## src/rtl/mips_pkg.sv

```systemverilog
// Shared MIPS pipeline definitions: ALU op encodings, ALU class codes and
// R-type funct codes used by the decode and execute stages.
package mips_pkg;

  localparam logic [3:0] ALU_AND = 4'b0000;
  localparam logic [3:0] ALU_OR  = 4'b0001;
  localparam logic [3:0] ALU_ADD = 4'b0010;
  localparam logic [3:0] ALU_SLL = 4'b0100;
  localparam logic [3:0] ALU_SUB = 4'b0110;
  localparam logic [3:0] ALU_SLT = 4'b0111;
  localparam logic [3:0] ALU_NOR = 4'b1100;

  typedef enum logic [1:0] {
    CLASS_ADD   = 2'b00,
    CLASS_SUB   = 2'b01,
    CLASS_RTYPE = 2'b10,
    CLASS_OR    = 2'b11
  } alu_class_e;

  localparam logic [5:0] FUNCT_SLL = 6'b000000;
  localparam logic [5:0] FUNCT_ADD = 6'b100000;
  localparam logic [5:0] FUNCT_SUB = 6'b100010;
  localparam logic [5:0] FUNCT_AND = 6'b100100;
  localparam logic [5:0] FUNCT_OR  = 6'b100101;
  localparam logic [5:0] FUNCT_NOR = 6'b100111;
  localparam logic [5:0] FUNCT_SLT = 6'b101010;

endpackage

```

## src/rtl/alu_ctrl_dec.sv

```systemverilog
// ALU control decoder: maps the 2-bit ALU class and R-type funct onto a 4-bit
// ALU op; unknown R-type functs fall back to add and raise illegal.
module alu_ctrl_dec
  import mips_pkg::*;
(
  input  logic [1:0] alu_class,
  input  logic [5:0] funct,
  output logic [3:0] alu_op,
  output logic       illegal
);

  always_comb begin
    alu_op  = ALU_ADD;
    illegal = 1'b0;
    case (alu_class)
      CLASS_ADD: alu_op = ALU_ADD;
      CLASS_SUB: alu_op = ALU_SUB;
      CLASS_OR:  alu_op = ALU_OR;
      CLASS_RTYPE: begin
        case (funct)
          FUNCT_ADD: alu_op = ALU_ADD;
          FUNCT_SUB: alu_op = ALU_SUB;
          FUNCT_AND: alu_op = ALU_AND;
          FUNCT_OR:  alu_op = ALU_OR;
          FUNCT_SLT: alu_op = ALU_SLT;
          FUNCT_NOR: alu_op = ALU_NOR;
          FUNCT_SLL: alu_op = ALU_SLL;
          default: begin
            alu_op  = ALU_ADD;
            illegal = 1'b1;
          end
        endcase
      end
      default: alu_op = ALU_ADD;
    endcase
  end

endmodule

```

## src/rtl/id_ex_stage.sv

```systemverilog
// ID/EX pipeline register with ALU-op decode at capture, stall/flush control
// and combinational EX/MEM and MEM/WB operand forwarding into the ALU.
module id_ex_stage
  import mips_pkg::*;
#(
  parameter int DATA_W = 32,
  parameter int REG_AW = 5
) (
  input  logic              clk,
  input  logic              rst_n,
  input  logic              stall,
  input  logic              flush,
  input  logic              id_valid,
  input  logic [DATA_W-1:0] id_pc4,
  input  logic [DATA_W-1:0] id_rs_data,
  input  logic [DATA_W-1:0] id_rt_data,
  input  logic [DATA_W-1:0] id_imm,
  input  logic [REG_AW-1:0] id_rs,
  input  logic [REG_AW-1:0] id_rt,
  input  logic [REG_AW-1:0] id_rd,
  input  logic [5:0]        id_funct,
  input  logic [1:0]        id_alu_class,
  input  logic              id_alu_src,
  input  logic              id_reg_dst,
  input  logic              id_reg_write,
  input  logic              id_mem_read,
  input  logic              id_mem_write,
  input  logic              id_mem_to_reg,
  input  logic              id_branch,
  input  logic              exmem_reg_write,
  input  logic [REG_AW-1:0] exmem_rd,
  input  logic [DATA_W-1:0] exmem_result,
  input  logic              memwb_reg_write,
  input  logic [REG_AW-1:0] memwb_rd,
  input  logic [DATA_W-1:0] memwb_result,
  output logic [DATA_W-1:0] alu_in1,
  output logic [DATA_W-1:0] alu_in2,
  output logic [3:0]        alu_op,
  output logic [DATA_W-1:0] ex_store_data,
  output logic [REG_AW-1:0] ex_dst,
  output logic [DATA_W-1:0] ex_pc4,
  output logic              ex_valid,
  output logic              ex_illegal,
  output logic              ex_reg_write,
  output logic              ex_mem_read,
  output logic              ex_mem_write,
  output logic              ex_mem_to_reg,
  output logic              ex_branch
);

  logic [3:0]        dec_op;
  logic              dec_illegal;
  logic              dec_sll;
  logic [DATA_W-1:0] rs_data_q;
  logic [DATA_W-1:0] rt_data_q;
  logic [DATA_W-1:0] imm_q;
  logic [REG_AW-1:0] rs_q;
  logic [REG_AW-1:0] rt_q;
  logic              alu_src_q;
  logic              sll_q;
  logic [DATA_W-1:0] fwd_rs;
  logic [DATA_W-1:0] fwd_rt;

  alu_ctrl_dec u_alu_ctrl_dec (
    .alu_class (id_alu_class),
    .funct     (id_funct),
    .alu_op    (dec_op),
    .illegal   (dec_illegal)
  );

  assign dec_sll = (id_alu_class == CLASS_RTYPE) && (id_funct == FUNCT_SLL);

  // A bubble (flush, or capture with id_valid low) clears every control bit so
  // nothing downstream is written; its data fields are simply don't-care.
  always_ff @(posedge clk or negedge rst_n) begin
    if (!rst_n) begin
      ex_pc4        <= '0;
      rs_data_q     <= '0;
      rt_data_q     <= '0;
      imm_q         <= '0;
      rs_q          <= '0;
      rt_q          <= '0;
      ex_dst        <= '0;
      alu_op        <= '0;
      alu_src_q     <= 1'b0;
      sll_q         <= 1'b0;
      ex_valid      <= 1'b0;
      ex_illegal    <= 1'b0;
      ex_reg_write  <= 1'b0;
      ex_mem_read   <= 1'b0;
      ex_mem_write  <= 1'b0;
      ex_mem_to_reg <= 1'b0;
      ex_branch     <= 1'b0;
    end else if (flush) begin
      alu_op        <= ALU_ADD;
      alu_src_q     <= 1'b0;
      sll_q         <= 1'b0;
      ex_valid      <= 1'b0;
      ex_illegal    <= 1'b0;
      ex_reg_write  <= 1'b0;
      ex_mem_read   <= 1'b0;
      ex_mem_write  <= 1'b0;
      ex_mem_to_reg <= 1'b0;
      ex_branch     <= 1'b0;
    end else if (!stall) begin
      ex_pc4        <= id_pc4;
      rs_data_q     <= id_rs_data;
      rt_data_q     <= id_rt_data;
      imm_q         <= id_imm;
      rs_q          <= id_rs;
      rt_q          <= id_rt;
      ex_dst        <= id_reg_dst ? id_rd : id_rt;
      alu_op        <= id_valid ? dec_op : ALU_ADD;
      alu_src_q     <= id_valid & id_alu_src;
      sll_q         <= id_valid & dec_sll;
      ex_valid      <= id_valid;
      ex_illegal    <= id_valid & dec_illegal;
      ex_reg_write  <= id_valid & id_reg_write;
      ex_mem_read   <= id_valid & id_mem_read;
      ex_mem_write  <= id_valid & id_mem_write;
      ex_mem_to_reg <= id_valid & id_mem_to_reg;
      ex_branch     <= id_valid & id_branch;
    end
  end

  // EX/MEM is the younger producer so it wins over MEM/WB; $zero never forwards.
  always_comb begin
    fwd_rs = rs_data_q;
    if (exmem_reg_write && (exmem_rd != '0) && (exmem_rd == rs_q))
      fwd_rs = exmem_result;
    else if (memwb_reg_write && (memwb_rd != '0) && (memwb_rd == rs_q))
      fwd_rs = memwb_result;

    fwd_rt = rt_data_q;
    if (exmem_reg_write && (exmem_rd != '0) && (exmem_rd == rt_q))
      fwd_rt = exmem_result;
    else if (memwb_reg_write && (memwb_rd != '0) && (memwb_rd == rt_q))
      fwd_rt = memwb_result;
  end

  assign alu_in1       = sll_q ? fwd_rt : fwd_rs;
  assign alu_in2       = sll_q ? '0 : (alu_src_q ? imm_q : fwd_rt);
  assign ex_store_data = fwd_rt;

endmodule

```

## config.mk

```make
export PLATFORM = sky130hd
export DESIGN_NAME = id_ex_stage
export DESIGN_NICKNAME = d
export VERILOG_FILES = /design/src/rtl/mips_pkg.sv /design/src/rtl/alu_ctrl_dec.sv /design/src/rtl/id_ex_stage.sv
export SDC_FILE = /design/constraint.sdc
export NUM_CORES = 1
export LEC_CHECK = 0
export ABC_AREA = 0
export BUFFER_PORTS_ARGS = -buffer_cell sky130_fd_sc_hd__buf_2
export CAP_MARGIN = 20
export CORE_ASPECT_RATIO = 1.2
export CORE_MARGIN = 4
export CORE_UTILIZATION = 35
export CTS_CLUSTER_DIAMETER = 50
export DETAILED_ROUTE_END_ITERATION = 10
export PLACE_DENSITY_LB_ADDON = 0.15
export SLEW_MARGIN = 40
export SYNTH_ARGS = -nofsm -noshare
export SYNTH_HDL_FRONTEND = slang
export SYNTH_SLANG_ARGS = --single-unit
```

## constraint.sdc

```tcl
create_clock -name clk -period 5.6 [get_ports clk]
set_input_delay 0.56 -clock clk [delete_from_list [all_inputs] [get_ports clk]]
set_output_delay 0.56 -clock clk [all_outputs]
set_load 0.05 [all_outputs]
```

# Yosys cells after proc, flatten, opt, wreduce, memory -nomap -nowiden
# Cells that the tools add are included.
[word_totals]
regBits = 156
in_bits = 239
out_inout_bits = 144
wordCells = 87
[classes]
n_eq_ne = 14
mux = 33
bitwise_logic = 10
reduce_logical = 13
[op_table]
columns = ["operator", "count"]
rows = [
  ["$mux 32", 7],
  ["$eq 6x6->1 const B", 6],
  ["$pmux 4 s6", 1],
  ["$eq 5x5->1", 4],
  ["$mux 1", 20],
  ["$pmux 4 s4", 1],
  ["$mux 4", 3],
  ["$reduce_bool 5->1", 2],
  ["$and 1x1->1", 8],
  ["$logic_and 1x1->1", 7],
  ["$reduce_or 7->1", 1],
  ["$logic_not 6->1", 1],
  ["$mux 5", 1],
  ["$eq 2x2->1 const B", 2],
  ["$eq 2x1->1 const B", 1],
  ["$logic_not 2->1", 1],
  ["$ne 2x1->1 const B", 1],
  ["$not 1->1", 2],
  ["$reduce_and 2->1", 1],
]

# Depth between registers and ports, before layout
[logic_depth]
word_depth = 7
ltp_mapped = 7
depth_no_buf = 5

# By module
# From an unflattened synthesis, not the netlist that was laid out.
[unflattened]
hier_cells = 916
area_unflattened_um2 = 9012.4
[by_module_without_submodules]
columns = ["module", "instances", "cells_each", "area_per_inst_um2", "seq_area_each_um2"]
rows = [
  ["id_ex_stage", 1, 890, 8871.0, 3903.7],
  ["alu_ctrl_dec", 1, 26, 141.4, 0.0],
]

# Least setup slack after synthesis
# Ideal clock, no wire load.
[synth_path]
path_type = "input to output"
from = "input port memwb_rd[1]"
to = "output port alu_in1[10]"
t_arrival_ns = 3.169
required_time_ns = 5.040
slack_ns = 1.871
path_stages = 6
n_path_buf = 1
path_cell_list = "or4_1 -> o21ai_2 -> buf_2 -> o31ai_1 -> a31oi_1 -> a22o_1"
[synth_between]
elab_chain_len = 6
elab_cells_between_ends = 11
cone_classes = "2 x eq/ne; 5 x mux; 4 x reduce/logical"
[synth_rtl]
columns = ["element", "line_no", "source"]
rows = [
  ["start, declared", "id_ex_stage.sv:34", "input logic [REG_AW-1:0] memwb_rd,"],
  ["$reduce_bool 5->1", "id_ex_stage.sv:137", "else if (memwb_reg_write && (memwb_rd != '0) && (memwb_rd == rt_q))"],
  ["$logic_and 1x1->1", "id_ex_stage.sv:137", ""],
  ["$logic_and 1x1->1 *", "id_ex_stage.sv:137", ""],
  ["$mux 32 *", "id_ex_stage.sv:137", ""],
  ["$mux 32 *", "id_ex_stage.sv:135", "if (exmem_reg_write && (exmem_rd != '0) && (exmem_rd == rt_q))"],
  ["via ex_store_data[10]", "id_ex_stage.sv:39", "output logic [DATA_W-1:0] ex_store_data,"],
  ["$mux 32 *", "id_ex_stage.sv:141", "assign alu_in1 = sll_q ? fwd_rt : fwd_rs;"],
  ["end, declared", "id_ex_stage.sv:36", "output logic [DATA_W-1:0] alu_in1,"],
]
# Mark *: on every way through the listed nets, which the timed path passes. The rest lies on a longest branch.

# Final worst setup path
[layout_path]
from = "input port memwb_rd[1]"
to = "output port alu_in1[29]"
[layout_between]
elab_chain_len = 6
elab_cells_between_ends = 11
cone_classes = "2 x eq/ne; 5 x mux; 4 x reduce/logical"
[layout_rtl]
columns = ["element", "line_no"]
rows = [
  ["$reduce_bool 5->1", "id_ex_stage.sv:131, id_ex_stage.sv:137"],
  ["$logic_and 1x1->1", "id_ex_stage.sv:131, id_ex_stage.sv:137"],
  ["$logic_and 1x1->1, on equally long branches", "id_ex_stage.sv:131, id_ex_stage.sv:137"],
  ["$mux 32, on equally long branches", "id_ex_stage.sv:131, id_ex_stage.sv:137"],
  ["$mux 32, on equally long branches", "id_ex_stage.sv:129, id_ex_stage.sv:135"],
  ["$mux 32 *", "id_ex_stage.sv:141"],
]
# Mark *: on every way between the ends. The rest lies on a longest branch, timed or not.

==> flow_metrics.env <==
export IMPL_outcome="complete, no violations"
export IMPL_fin_crit_sh=0.6874
export IMPL_clock_fmax_mhz=259.8
export IMPL_insertion_delay_ns=0.42
export IMPL_worstPathArrival_ns=3.29
export IMPL_setup_slack_ns=1.751
export IMPL_synth_edf_count=0
export IMPL_ctsHoldBuffers=0
export IMPL_worstMarginPinSlew_ns=0.8127
export IMPL_core_sq_um=24990
export IMPL_clockRootBuffer="clkbuf_16"
export IMPL_pwr_share_clk=0.285
export IMPL_dpl_cell_count=1537
export IMPL_ioPinCount=383
export IMPL_fin_hold_ws_ns=0.09183
export IMPL_dieHeight_microns=183.3
export IMPL_synthFlopType="dfrtp_1"
export IMPL_cts_tree="built"
export IMPL_p_sw_frac=0.4202
export IMPL_wl_per_cell_microns=21.78
export IMPL_grt_use_total=0.2325
export IMPL_numCtsBuffers=17
export IMPL_via_count=8729
export IMPL_power_leakage_nw=5.507
export IMPL_grt_pass1_vias=8905
export IMPL_p_int_w=0.002442
export IMPL_nets=1470
export IMPL_end_kind="output pin"
export IMPL_combPwrFrac=0.389
export IMPL_switchingPower_w=0.001769
export IMPL_area_growth_pct=32.08
export IMPL_setup_viol=0
export IMPL_worstSetupPathType="in -> out"
export IMPL_grt_antenna_before_repair=17
export IMPL_rsz0062_at_grt="no"
export IMPL_min_period_ns=3.849
export IMPL_drt_iter0_markers=527
export IMPL_die_w_microns=154.0
export IMPL_seq_area_frac_synth=0.4358
export IMPL_ir_drop_mv=0.2010
export IMPL_post_cts_buffers=0
export IMPL_drtAntennaViolNets=0
export IMPL_dp_final_hpwl_mm=24.79
export IMPL_drive_gt1_frac=0.4703
export IMPL_ys_ff_latch=156
export IMPL_tns_ns=0
export IMPL_viasPerCell=5.525
export IMPL_ys_warn_count=0
export IMPL_overflow=0
export IMPL_ys_types=44
export IMPL_drv_slew=0
export IMPL_synthesis_area_sq_um=8959
export IMPL_drc=0
export IMPL_worstPathRequired_ns=5.04
export IMPL_placementRows=63
export IMPL_p_total_w=0.004211
export IMPL_grt_first_pass_wirelength_mm=51.61
export IMPL_syn_area_per_cell_sq_um=9.987
export IMPL_power_density_nw_per_um2=355.9
export IMPL_slew_headroom=0.4582
export IMPL_cts_resized=0
export IMPL_instances_no_fill=1580
export IMPL_worstPathMaxFanout=33
export IMPL_hold_class="in -> async"
export IMPL_setup_worst_path_start_class="primary input"
export IMPL_clock_skew_ns=0
export IMPL_htree_levels=4
export IMPL_fillers=2412
export IMPL_drv_cap=0
export IMPL_io_buffers=382
export IMPL_finalHoldViolations=0
export IMPL_grt_max_degree=69
export IMPL_async_flop_share=1.000
export IMPL_place_congestion=0.8567
export IMPL_die_area_sq_um=28230
export IMPL_synth_nets=1136
export IMPL_dr_pass1_iters=7
export IMPL_dp_slack_ns=1.771
export IMPL_path_clk_slew_ns=0.08
export IMPL_syn_inst=897
export IMPL_cts_sinks=156
export IMPL_routed_wl_mm=34.41
export IMPL_seq_power_share=0.325
export IMPL_cts_path_max_buffers=2
export IMPL_start_util=0.3585
stage by stage:
step / util / area, sq um
floorplan: - / 8959
CTS: 0.4722 / 11800
global route: 0.4732 / 11830
finish: 0.4735 / 11830
global placement: 0.4435 / 11080
detailed placement: 0.4481 / 11200
logic make-up (layout without fill, tap and decap cells):
logic type	after synthesis	count (layout)	synth area share
other cells	0	11	0
xor+xnor	20	20	0.01955
compound gates	253	253	0.1957
flops	156	156	0.4358
mux	143	143	0.1791
buf+inv	149	496	0.06718
simple gates	176	176	0.1028
metal layers:
layer | vias to the layer above | part of all wire | global-route usage
met5 | - | 0.0020 | 0
met2 | 423 | 0.50 | 0.3956
met4 | 14 | 0.023 | 0.07597
li1 | 4021 | - | -
met3 | 68 | 0.093 | 0.07718
met1 | 4203 | 0.39 | 0.2778
synth_stat cells, types with 3 or more instances:
cell      count  share of area
dfrtp_1     156           0.44
mux2_2      138           0.17
inv_1        66          0.028
o31ai_1      64          0.054
clkbuf_1     62          0.026
a22o_1       40          0.039
nand2_1      40          0.017
a21oi_1      37          0.021
nor3_1       36          0.020
nand4_1      35          0.024
a31oi_1      34          0.024
o21ai_0      32          0.018
and3_1       31          0.022
o211ai_1     31          0.026
nor2_1       15         0.0063
xnor2_1      15          0.015
buf_2        13         0.0073
mux2i_1       5         0.0056
xor2_1        5         0.0049
buf_1         4         0.0017
buf_6         3         0.0038
nand3_1       3         0.0017
or3_1         3         0.0021
cells in the final DEF (no fill, tap or decap), drive strengths merged, types with 2 or more instances in the layout:
cell and instances:
clkinv 5, nand3 3, o32ai 2, a21oi 37, nand2 40, a31oi 34
a22o 40, xor2 5, and2 2, xnor2 15, mux2 138, nor3 36
clkbuf 17, or4 2, a211oi 2, and3 31, nand4 35, o211ai 33
o31ai 64, nor2 15, buf 398, nor2b 2, dfrtp 156, diode 11
or3 3, bufinv 2, mux2i 5, or2 4, o21ai 33, inv 73
critical path, stage by stage:
cell and delay (ns):
buf_2 0.12, or4_1 0.65, o211ai_4 0.20, buf_4 0.38
or2_2 0.73, o211ai_1 0.19, a22o_1 0.23, buf_2 0.21
power groups by stage:
stage / logic (W) / registers [W] / clock network, W
global route: 0.00173 / 0.00139 / 0.00128
CTS: 0.00165 / 0.00137 / 0.00124
floorplan: 0.00102 / 0.00152 / 0
finish: 0.00164 / 0.00137 / 0.00120
detailed placement: 0.00164 / 0.00139 / 0
global placement: 0.00162 / 0.00139 / 0
cell type report:
cell class / instances / area, sq um / area share
clock buffers: 17 / 425.4 / 0.03595
repair buffers: 398 / 2110 / 0.1783
clock inverters: 15 / 177.7 / 0.01502
well taps: 325 / 406.6 / 0.03437
flip-flops and latches: 156 / 3905 / 0.3300
inverters: 66 / 247.7 / 0.02094
multi-input cells: 592 / 4533 / 0.3831
diodes: 11 / 27.53 / 0.002326
path summary, 6_finish.rpt:
check / to / depth (start not counted) / from / slack [ns]
worst max-delay path: alu_in1[29] / 8 / memwb_rd[1] / 1.75
worst min-delay path: ex_pc4[22] / 1 / rst_n / 0.09
worst max register to register: sll_q / 2 / sll_q / 4.30
worst min register to register: ex_valid / 1 / ex_valid / 0.49
max in group asynchronous: sll_q / 2 / rst_n / 4.31
min in group clk: ex_mem_read / 2 / id_mem_read / 0.35
Note: power is estimated with default switching activity, not from simulation.
